File: src/rtl/node_packet_sink.sv
// Ejection endpoint: accepts packets under an LFSR-paced enable and keeps per-phase statistics.
// Latency: every output is registered, so an accept in cycle t shows at t+1. Backpressure: data seen while o_en=0 is dropped and flagged.
package node_packet_sink_pkg;
    typedef struct packed {
        logic       ant;
        logic [3:0] x_dest;
        logic [3:0] y_dest;
    } packet_t;
endpackage

module node_packet_sink
    import node_packet_sink_pkg::*;
#(
    parameter int          X_LOC           = 0,
    parameter int          Y_LOC           = 0,
    parameter int          EN_RATE         = 100,
    parameter logic [15:0] LFSR_SEED       = 16'hACE1,
    parameter int          WARMUP_PACKETS  = 1000,
    parameter int          MEASURE_PACKETS = 5000,
    parameter int          DRAIN_PACKETS   = 3000,
    parameter int          CNT_W           = 32
) (
    input  logic             clk,
    input  logic             reset,
    input  packet_t          i_data,
    input  logic             i_data_val,
    output logic             o_en,
    input  logic             i_start,
    output logic [2:0]       o_phase,
    output logic             o_done,
    output logic [CNT_W-1:0] o_rx_count,
    output logic [CNT_W-1:0] o_meas_count,
    output logic [CNT_W-1:0] o_ant_count,
    output logic [CNT_W-1:0] o_misroute_count,
    output logic             o_misroute,
    output logic             o_protocol_err
);

    localparam int PH_MAX_A = (WARMUP_PACKETS > MEASURE_PACKETS) ? WARMUP_PACKETS : MEASURE_PACKETS;
    localparam int PH_MAX   = (PH_MAX_A > DRAIN_PACKETS) ? PH_MAX_A : DRAIN_PACKETS;
    localparam int PH_W     = (PH_MAX < 1) ? 1 : $clog2(PH_MAX + 1);
    localparam int THRESH   = (EN_RATE * 128) / 100;
    localparam logic [7:0] THRESH8 = 8'(THRESH);
    localparam logic [3:0] X_L = 4'(X_LOC);
    localparam logic [3:0] Y_L = 4'(Y_LOC);

    typedef enum logic [2:0] {
        S_IDLE    = 3'd0,
        S_WARMUP  = 3'd1,
        S_MEASURE = 3'd2,
        S_DRAIN   = 3'd3,
        S_DONE    = 3'd4
    } state_t;

    state_t            state_q, state_d;
    logic [15:0]       lfsr_q, lfsr_d;
    logic [PH_W-1:0]   ph_cnt_q, ph_cnt_d;
    logic              en_q, en_d;
    logic              done_q, done_d;
    logic              misroute_q, misroute_d;
    logic              perr_q, perr_d;
    logic [CNT_W-1:0]  rx_q, rx_d, meas_q, meas_d, ant_q, ant_d, mis_cnt_q, mis_cnt_d;

    logic              acc, active, cnt_acc, is_mis, rate_en, phase_end;
    logic [PH_W-1:0]   ph_target;

    function automatic logic [CNT_W-1:0] sat_inc(input logic [CNT_W-1:0] v, input logic inc);
        if (inc && (v != {CNT_W{1'b1}})) return v + CNT_W'(1);
        return v;
    endfunction

    always_comb begin
        acc       = i_data_val && en_q;
        active    = (state_q == S_WARMUP) || (state_q == S_MEASURE) || (state_q == S_DRAIN);
        cnt_acc   = acc && (state_q != S_IDLE);
        is_mis    = (i_data.x_dest != X_L) || (i_data.y_dest != Y_L);
        lfsr_d    = (state_q == S_IDLE) ? lfsr_q
                  : {lfsr_q[14:0], lfsr_q[15] ^ lfsr_q[13] ^ lfsr_q[12] ^ lfsr_q[10]};

        if (EN_RATE >= 100)   rate_en = 1'b1;
        else if (EN_RATE <= 0) rate_en = 1'b0;
        else                  rate_en = ({1'b0, lfsr_q[6:0]} < THRESH8);

        case (state_q)
            S_WARMUP:  ph_target = PH_W'(WARMUP_PACKETS);
            S_MEASURE: ph_target = PH_W'(MEASURE_PACKETS);
            S_DRAIN:   ph_target = PH_W'(DRAIN_PACKETS);
            default:   ph_target = '0;
        endcase
        // A zero-length phase ends on its first clock regardless of traffic.
        phase_end = active && ((ph_target == '0) || (acc && (ph_cnt_q + PH_W'(1) == ph_target)));

        state_d = state_q;
        case (state_q)
            S_IDLE:    if (i_start) state_d = S_WARMUP;
            S_WARMUP:  if (phase_end) state_d = S_MEASURE;
            S_MEASURE: if (phase_end) state_d = S_DRAIN;
            S_DRAIN:   if (phase_end) state_d = S_DONE;
            default:   state_d = state_q;
        endcase

        ph_cnt_d = ph_cnt_q;
        if (phase_end)         ph_cnt_d = '0;
        else if (active && acc) ph_cnt_d = ph_cnt_q + PH_W'(1);

        if (state_d == S_DONE)      en_d = 1'b1;
        else if (state_d == S_IDLE) en_d = 1'b0;
        else                        en_d = rate_en;

        done_d     = (state_d == S_DONE);
        rx_d       = sat_inc(rx_q, cnt_acc);
        meas_d     = sat_inc(meas_q, cnt_acc && (state_q == S_MEASURE) && (MEASURE_PACKETS != 0));
        ant_d      = sat_inc(ant_q, cnt_acc && i_data.ant);
        mis_cnt_d  = sat_inc(mis_cnt_q, cnt_acc && is_mis);
        misroute_d = cnt_acc && is_mis;
        perr_d     = perr_q || (i_data_val && !en_q);
    end

    always_ff @(posedge clk or posedge reset) begin
        if (reset) begin
            state_q    <= S_IDLE;
            lfsr_q     <= LFSR_SEED;
            ph_cnt_q   <= '0;
            en_q       <= 1'b0;
            done_q     <= 1'b0;
            misroute_q <= 1'b0;
            perr_q     <= 1'b0;
            rx_q       <= '0;
            meas_q     <= '0;
            ant_q      <= '0;
            mis_cnt_q  <= '0;
        end else begin
            state_q    <= state_d;
            lfsr_q     <= lfsr_d;
            ph_cnt_q   <= ph_cnt_d;
            en_q       <= en_d;
            done_q     <= done_d;
            misroute_q <= misroute_d;
            perr_q     <= perr_d;
            rx_q       <= rx_d;
            meas_q     <= meas_d;
            ant_q      <= ant_d;
            mis_cnt_q  <= mis_cnt_d;
        end
    end

    assign o_en             = en_q;
    assign o_phase          = state_q;
    assign o_done           = done_q;
    assign o_rx_count       = rx_q;
    assign o_meas_count     = meas_q;
    assign o_ant_count      = ant_q;
    assign o_misroute_count = mis_cnt_q;
    assign o_misroute       = misroute_q;
    assign o_protocol_err   = perr_q;

endmodule

File: config.mk
export PLATFORM = sky130hd
export DESIGN_NAME = node_packet_sink
export DESIGN_NICKNAME = d
export VERILOG_FILES = /design/src/rtl/node_packet_sink.sv
export SDC_FILE = /design/constraint.sdc
export NUM_CORES = 1
export LEC_CHECK = 0
export CAP_MARGIN = 10
export CORE_MARGIN = 8
export CORE_UTILIZATION = 50
export CTS_CLUSTER_DIAMETER = 40
export DETAILED_ROUTE_END_ITERATION = 8
export DONT_BUFFER_PORTS = 1
export PLACE_DENSITY = 0.68
export SLEW_MARGIN = 0
export SYNTH_ARGS = -nofsm -noshare
export SYNTH_HDL_FRONTEND = slang
export SYNTH_SLANG_ARGS = --single-unit
File: constraint.sdc
create_clock -name clk -period 5.8 [get_ports clk]
set_clock_uncertainty 0.05 [all_clocks]
set_input_delay 1.16 -clock clk [delete_from_list [all_inputs] [get_ports clk]]
set_output_delay 1.16 -clock clk [all_outputs]
set_load 0.02 [all_outputs]
# == Word level (Yosys, flattened, before mapping) ==
# Index checks and enable logic that the tools add are counted.
# op_classes
n_eq_ne,9
n_mux,18
n_addsub,5
reduce_logical,26
# ops
op,n
$add 32x1->32 const B,4
$mux 32,4
$ne 32x32->1 const B,4
$pmux 13 s3,1
$mux 13,2
$add 13x1->13 const B,1
$eq 13x13->1,1
$logic_and 1x1->1,13
$logic_not 13->1,1
$mux 3,4
$pmux 3 s4,1
$reduce_bool 4->1,2
$eq 3x2->1 const B,2
$logic_not 3->1,2
$mux 1,6
$logic_or 1x1->1,5
$eq 3x1->1 const B,1
$eq 3x3->1 const B,1
$reduce_bool 3->1,1
$reduce_bool 2->1,1
$logic_not 1->1,1
# totals
ff_bits,148
wordCells,68
out_inout_bits,135
inputBits,13

# == Longest topological paths before layout ==
# Gate-level depths: netlist of the first run.
# logic_depth
ltp_word,11
ltp_mapped,11
depth_no_buf,9

# == Worst setup path after synthesis of the first run ==
# OpenSTA, ideal clock, no wires.
# synth_timing
path_type,input to register
startpoint,in i_data_val
endpoint,reg ant_q[27] (netlist: o_ant_count[27])
setup_slack_ns,2.765
t_arrival_ns,2.856
n_path_buf,0
setup_time_ns,0.129
cell_stages,8
required_time_ns,5.621
path_cell_list,o311a_2 -> nand2_4 -> or3_4 -> a311oi_4 -> and4_4 -> and2_4 -> nand4_2 -> xnor2_1
# synth_via
elab_chain_cells,5
# synth_rtl
element,line_no,source
"start, declared",26,"input logic i_data_val,"
$logic_and 1x1->1,73,acc = i_data_val && en_q;
$logic_and 1x1->1,75,cnt_acc = acc && (state_q != S_IDLE);
$logic_and 1x1->1,113,"ant_d = sat_inc(ant_q, cnt_acc && i_data.ant);"
$logic_and 1x1->1,68,if (inc && (v != {CNT_W{1'b1}})) return v + CNT_W'(1);
$mux 1,68,
"end signal, assigned",142,ant_q <= ant_d;
"end, declared",62,"logic [CNT_W-1:0] rx_q, rx_d, meas_q, meas_d, ant_q, ant_d, mis_cnt_q, mis_cnt_d;"
# No other way between the ends.
# A chain may end at the register's enable or synchronous reset.

# == Worst setup path in the final report of the first run ==
# layout_timing
startpoint,reg ph_cnt_q[0]
endpoint,reg state_q[0] (netlist: o_phase[0])
# layout_via
elab_chain_cells,7
elab_cells_between_ends,9
classes_between,add/sub: 1; eq/ne: 1; mux: 4; reduce/logical: 3
# layout_rtl
element,line_no,source
"start, declared",57,"logic [PH_W-1:0] ph_cnt_q, ph_cnt_d;"
"start signal, assigned",135,ph_cnt_q <= ph_cnt_d;
$add 13x1->13 (*),91,phase_end = active && ((ph_target == '0) || (acc && (ph_cnt_q + PH_W'(1) == ph_target)));
$eq 13x13->1 (*),91,
$logic_and 1x1->1 (*),91,
$logic_or 1x1->1 (*),91,
$logic_and 1x1->1 (*),91,
$mux 3 (on tied branches),"98, 96, 97",
$pmux 3 s4 (*),94,case (state_q)
named net state_d[0],55,"state_t state_q, state_d;"
"end signal, assigned",133,state_q <= state_d;
"end, declared",55,
# Mark *: on every way through the listed nets, which the timed path passes. The rest lies on a longest branch.

==> results.toml, run 1 <==
[setup_path]
cp_top_family = "simple AND/OR/NAND/NOR gates"
cp_common_cell = "nor3b_1"
crit_start = "ph_cnt_q[0]$_DFFE_PP0P_"
cp.arrival_ns = 3.20
crit_chain = "ha_1, nand3_1, or3_1, nor3_1, o21ai_1, a311o_1, a21oi_2, nor3b_1, nor3b_1"
cpMaxStageDelayCell = "a21oi_2"
critPathRequiredTime_ns = 6.07
cp-end-kind = "register"
start_kind = "register"
max_stage_delay_ns = 0.52
crit_buf_inv = 0
r2r_start = "ph_cnt_q[0]$_DFFE_PP0P_"
critical_path_class = "register to register"
crit_fanout = 13

[sta]
setup_viol = 0
finalCritPeriodShare_pct = 50.5
hold_violations = 0
maxSlewViolCount = 0
period_needed_ns = 2.93
worstMarginPinSlew_ns = 0.980
rsz0062_at_grt = "false"
max_freq_ghz = 0.342
setup-tns-final_ns = 0
relSlewSlack_pct = 34.1

[route]
via_per_inst = 5.73
via_count = 5014
drc = 0
drt_pre_antenna_iters = 4
finalWirelength_mm = 16.0
ant_nets = 0
wl_per_cell_um = 18.3
drt-initial-drc-count = 317

[global_routing]
grt_use_total_pct = 18.1
grt_pass1_wl_mm = 26.8
grt_overflow_total = 0
grt_max_degree = 101
antenna_found_initial = 0
first_global_vias = 5130

[clocking]
numCtsBuffers = 17
post_cts_buffers = 0
h-tree-depth = 4
cts.sinks = 148
clk_pin_slew_ns = 0.06
clk-insertion-delay-late_ns = 0.41
clock_path_buffers = 2
hold_buffers = 0
ctsResizeCount = 0
root_buffer = "clkbuf_16"
cts_tree = "yes"

[synthesis]
async_flop_share_pct = 100
ys.flop_type = "dfrtp_1"
synth.area.top_cells = "dfrtp_1 (52%), xnor2_1 (13%), nand3_1 (4.5%), xor2_1 (4.1%), nand2_1 (3.7%)"
syn_area_um2 = 7110
synth_top_cell_by_area = "dfrtp_1"
synth_edf_count = 0
netlist_instances = 675
synth-seq-cells = 148
yosysWarnings = 0
synth_top_area_share_pct = 52.1
ys_seq_area_share_pct = 52.1
synth_nets = 694
yosys.cell_types.count = 56
syn_avg_cell_area_um2 = 10.5

[flow_run]
drv_cap = 0

[floorplanning]
rows = 43
ios = 148
die_w_um = 135
die_h_um = 135
start_util_pct = 51.2
die_area_um2 = 18300
core_um2 = 13900

[hold_path]
hp-class = "register to register"
worstHoldStart = "ph_cnt_q[10]$_DFFE_PP0P_"

[power]
powerDensity_nw_per_um2 = 330
fin_total_pwr_mw = 2.59
cellLeakagePower_nw = 3.47
vdd_drop_max_mv = 0.182

[placement]
place.gp.congestion = 0.878
place_hpwl_mm = 11.7
portBuffers = 0

[layout]
nets = 701
drive_gt1_share_pct = 7.77
fill_cells = 1172
final_common_cell = "dfrtp_1"
final_cell_mix = "dfrtp_1 (148), xnor2_1 (103), nand2_1 (71)"
syn2layout_area_growth_pct = 10.4
diodes = 0
multiInputGateArea_um2 = 3300
regArea_um2 = 3700

[outcome]
status = "finished clean"
path summary, 6_finish.rpt:
| path | slack, ns | cells past startpoint | endpoint |
|---|---|---|---|
| setup / recovery | 2.87 | 9 | o_phase[0]$_DFF_PP0_ |
| hold / removal | 0.47 | 1 | ph_cnt_q[10]$_DFFE_PP0P_ |
| setup reg to reg | 2.87 | 9 | o_phase[0]$_DFF_PP0_ |
| hold reg to reg | 0.47 | 1 | ph_cnt_q[10]$_DFFE_PP0P_ |
| max in group asynchronous | 3.77 | 2 | o_meas_count[17]$_DFFE_PP0P_ |
| min in group asynchronous | 0.75 | 1 | o_rx_count[28]$_DFFE_PP0P_ |
worst reg2reg max path, stage by stage (launching register included):
cell     delay [ns]
dfrtp_1        0.43
ha_1           0.25
nand3_1        0.20
or3_1          0.48
nor3_1         0.17
o21ai_1        0.08
a311o_1        0.35
a21oi_2        0.52
nor3b_1        0.11
nor3b_1        0.20
metal layers:
metal / global-route usage (%) / routed length, um
met1: 21.5 / 6550
met2: 28.7 / 7700
met3: 8.31 / 1640
met4: 5.24 / 150
met5: 0 / 0
power breakdown:
group | leakage [nW] | switching (mW) | internal (mW)
combinational | 1.22 | 0.124 | 0.108
clock | 0.267 | 0.421 | 0.609
sequential | 1.98 | 0.217 | 1.11
total | 3.47 | 0.762 | 1.83
layout make-up:
cell class / count / share of cell area (%)
clock buffer: 19 / 5.77
clock inverter: 13 / 1.40
inverter: 12 / 0.638
multi-input combinational: 502 / 42.0
sequential: 148 / 47.2
tap: 180 / 2.87
timing repair buffer: 1 / 0.0956
state kept, by name, indices dropped and copies added, names as in the netlist:
signal and count:
o_misroute_count 32, ph_cnt_q 13, o_en 1, o_protocol_err 1, o_rx_count 32, o_misroute 1
o_meas_count 32, o_done 1, o_phase 3, o_ant_count 32
cell usage after synthesis, types with 3 or more instances:
library cell  instances
dfrtp_1             148
xnor2_1             103
nand2_1              71
nand3_1              64
nor2_1               43
xor2_1               33
nand4_1              29
and3_1               25
nor3_1               19
and4_1               18
inv_1                12
o21ai_0              12
nor4_1                9
a21oi_1               8
ha_1                  6
a21o_1                5
buf_2                 5
clkbuf_1              5
and2_1                4
mux2_2                4
mux2i_1               3
nand3b_1              3
nor2b_1               3
nor3b_1               3
logic make-up (layout without fill, tap and decap cells):
kind of cell             count (synthesis)  after routing  share of synthesized area [%]
XOR/XNOR                               136            136                           16.7
multiplexers                             7              7                           1.06
adder cells (fa/ha/maj)                  6              6                           1.06
flip-flops                             148            148                           52.1
AND/OR/NAND/NOR                        308            308                           23.0
buffers and inverters                   25             45                           1.53
AO/OA/AOI/OAI                           45             45                           4.52
stage by stage:
| step | area (um^2) | setup slack (ns) | utilization (%) | hold slack, ns | cells |
|---|---|---|---|---|---|
| after floorplan | 7110 | 0.610 | - | 0.428 | 675 |
| after global placement | 7290 | 2.67 | 52.5 | 0.456 | 843 |
| after detailed placement | 7290 | 2.59 | 52.5 | 0.459 | 843 |
| after CTS | 7850 | 2.87 | 56.5 | 0.471 | 875 |
| after global routing | 7850 | 2.61 | 56.5 | 0.494 | 875 |
| final | 7850 | 2.87 | 56.5 | 0.473 | 875 |
Note: power is estimated with default switching activity, not from simulation.
==> run 2: changes to the inputs <==
==> constraint.sdc (replaced) <==
create_clock -name clk -period 2.7 [get_ports clk]
set_clock_uncertainty 0.05 [all_clocks]
set_input_delay 0.54 -clock clk [delete_from_list [all_inputs] [get_ports clk]]
set_output_delay 0.54 -clock clk [all_outputs]
set_load 0.02 [all_outputs]
==> run 2 against run 1 <==
Sequential share of layout area fell by 2.5 points. Total power grew 130%. Flip-flop and latch count unchanged. Combinational power rose to 3.3 times the previous value. Largest power group unchanged. Highest routed layer unchanged.
==> results.toml, run 2 (same netlist as run 1, synthesis figures left out) <==
[placement]
postPlaceCellArea_um2 = 7650
placed_cells_incl_taps = 888
place_hpwl_mm = 12.1
place_ws_ns = 0.121
portBuffers = 0
place.gp.congestion = 0.908

[sta]
worstMarginPinSlew_ns = 0.601
maxSlewViolCount = 0
period_needed_ns = 2.56
relSlewSlack_pct = 59.8
setup-tns-final_ns = 0
setup_viol = 0
hold_violations = 0
max_freq_ghz = 0.391
setup_ws_ns = 0.140
finalCritPeriodShare_pct = 94.8

[power]
powerDensity_nw_per_um2 = 711
cellLeakagePower_nw = 3.74
fin_total_pwr_mw = 5.89
vdd_drop_max_mv = 0.433

[route]
via_per_inst = 5.66
via_count = 5212
finalWirelength_mm = 16.6
drc = 0
drt-initial-drc-count = 300
drt_pre_antenna_iters = 4
ant_nets = 0
wl_per_cell_um = 18.0

[layout]
drive_gt1_share_pct = 14.2
fin_area_um2 = 8290
fill_cells = 1118
final_common_cell = "dfrtp_1"
diodes = 0
syn2layout_area_growth_pct = 16.6
fin_cells = 921
nets = 748
final_cell_mix = "dfrtp_1 (147), xnor2_1 (103), nand2_1 (71)"

[floorplanning]
rows = 43
start_util_pct = 51.2
die_area_um2 = 18300
die_h_um = 135
ios = 148
core_um2 = 13900
die_w_um = 135

[clocking]
clk_pin_slew_ns = 0.06
root_buffer = "clkbuf_16"
numCtsBuffers = 17
cts_tree = "yes"
clk-insertion-delay-late_ns = 0.42
cts.sinks = 148
clock_path_buffers = 2
h-tree-depth = 4

[flow_run]
drv_cap = 0

[setup_path]
reg2reg_to = "o_phase[0]$_DFF_PP0_"
crit_fanout = 9
critical_path_class = "register to register"
r2r_start = "ph_cnt_q[0]$_DFFE_PP0P_"
cp.arrival_ns = 2.84
worstRegToRegCells = 10
critPathRequiredTime_ns = 2.98
cp-end-kind = "register"
start_kind = "register"
rrSetupSlack_ns = 0.14

[global_routing]
first_global_vias = 5276
antenna_found_initial = 0
grt_use_total_pct = 18.4
grt_max_degree = 78
grt_overflow_total = 0
grt_pass1_wl_mm = 27.3

[outcome]
status = "finished clean"

[hold_path]
hp-class = "input port to asynchronous set/reset pin"
-- run 2: changes by cell type in the layout (fill, tap and decap cells not counted), sizes merged --
cell / change
clkinv: -1
clkinvlp: -2
buf: +47
bufinv: +2
-- run 2: worst max-delay path, cell delays in order, from the launching register on --
cell and delay [ns]:
dfrtp_2 0.41, ha_2 0.23, nand3_1 0.14, or3_4 0.43
nor3_2 0.13, o21ai_1 0.08, a311o_1 0.37, a21oi_2 0.19
buf_6 0.16, nor3b_1 0.06, nor3b_1 0.21
-- run 2: how the worst max path moves through the flow --
| stage | startpoint | endpoint | cells past startpoint |
|---|---|---|---|
| CTS | ph_cnt_q[0]$_DFFE_PP0P_ | o_phase[0]$_DFF_PP0_ | 10 |
| global placement | ph_cnt_q[0]$_DFFE_PP0P_ | ph_cnt_q[8]$_DFFE_PP0P_ | 7 |
| floorplan | ph_cnt_q[0]$_DFFE_PP0P_ | ph_cnt_q[0]$_DFFE_PP0P_ | 8 |
| detailed placement | ph_cnt_q[0]$_DFFE_PP0P_ | ph_cnt_q[3]$_DFFE_PP0P_ | 9 |
| global route | ph_cnt_q[0]$_DFFE_PP0P_ | o_phase[0]$_DFF_PP0_ | 10 |
| finish | ph_cnt_q[0]$_DFFE_PP0P_ | o_phase[0]$_DFF_PP0_ | 10 |
-- run 2: cell type report --
cell class / instances / area, um^2 / area share, %
Inverter: 12 / 48.8 / 0.589
Timing Repair Buffer: 48 / 389 / 4.69
Tap cell: 180 / 225 / 2.72
Clock buffer: 19 / 443 / 5.34
Multi-Input combinational cell: 502 / 3320 / 40.1
Sequential cell: 148 / 3700 / 44.7
Clock inverter: 12 / 155 / 1.87
-- run 2: layer usage --
metal	GRT usage, %	part of all wire, %	vias up	wire (um)
met5	0	0	-	0
met4	6.91	1.7	0	282
met3	6.82	9.0	16	1490
met2	30.3	49	142	8140
met1	21.6	40	2574	6660
li1	-	-	2480	-
-- run 2: per-stage QoR --
stage | util, % | hold slack [ns]
5_1_grt | 59.7 | 0.0925
6_report | 59.7 | 0.0572
2_1_floorplan | - | 0.428
3_3_place_gp | 55.1 | 0.464
3_5_place_dp | 55.1 | 0.469
4_1_cts | 59.4 | 0.0914
-- run 2: repair_timing --
action,4_1_cts,5_1_grt
hold buffers,0,0
buffers inserted,0,2
resized for setup,0,7
setup endpoints to repair,0,13
-- run 2: where the power goes --
group / internal (mW) / switching, mW
registers: 2.39 / 0.331
logic: 0.327 / 0.444
clock network: 1.47 / 0.921
==> run 3: changes to the inputs <==
--- a/config.mk
+++ b/config.mk
@@ -11,8 +11,8 @@
 export CTS_CLUSTER_DIAMETER = 40
 export DETAILED_ROUTE_END_ITERATION = 8
 export DONT_BUFFER_PORTS = 1
+export GPL_ROUTABILITY_DRIVEN = 0
 export PLACE_DENSITY = 0.68
-export SLEW_MARGIN = 0
 export SYNTH_ARGS = -nofsm -noshare
 export SYNTH_HDL_FRONTEND = slang
 export SYNTH_SLANG_ARGS = --single-unit
==> results of run 3 <==
Final layout, timing and power as in run 2 (identical DEF).
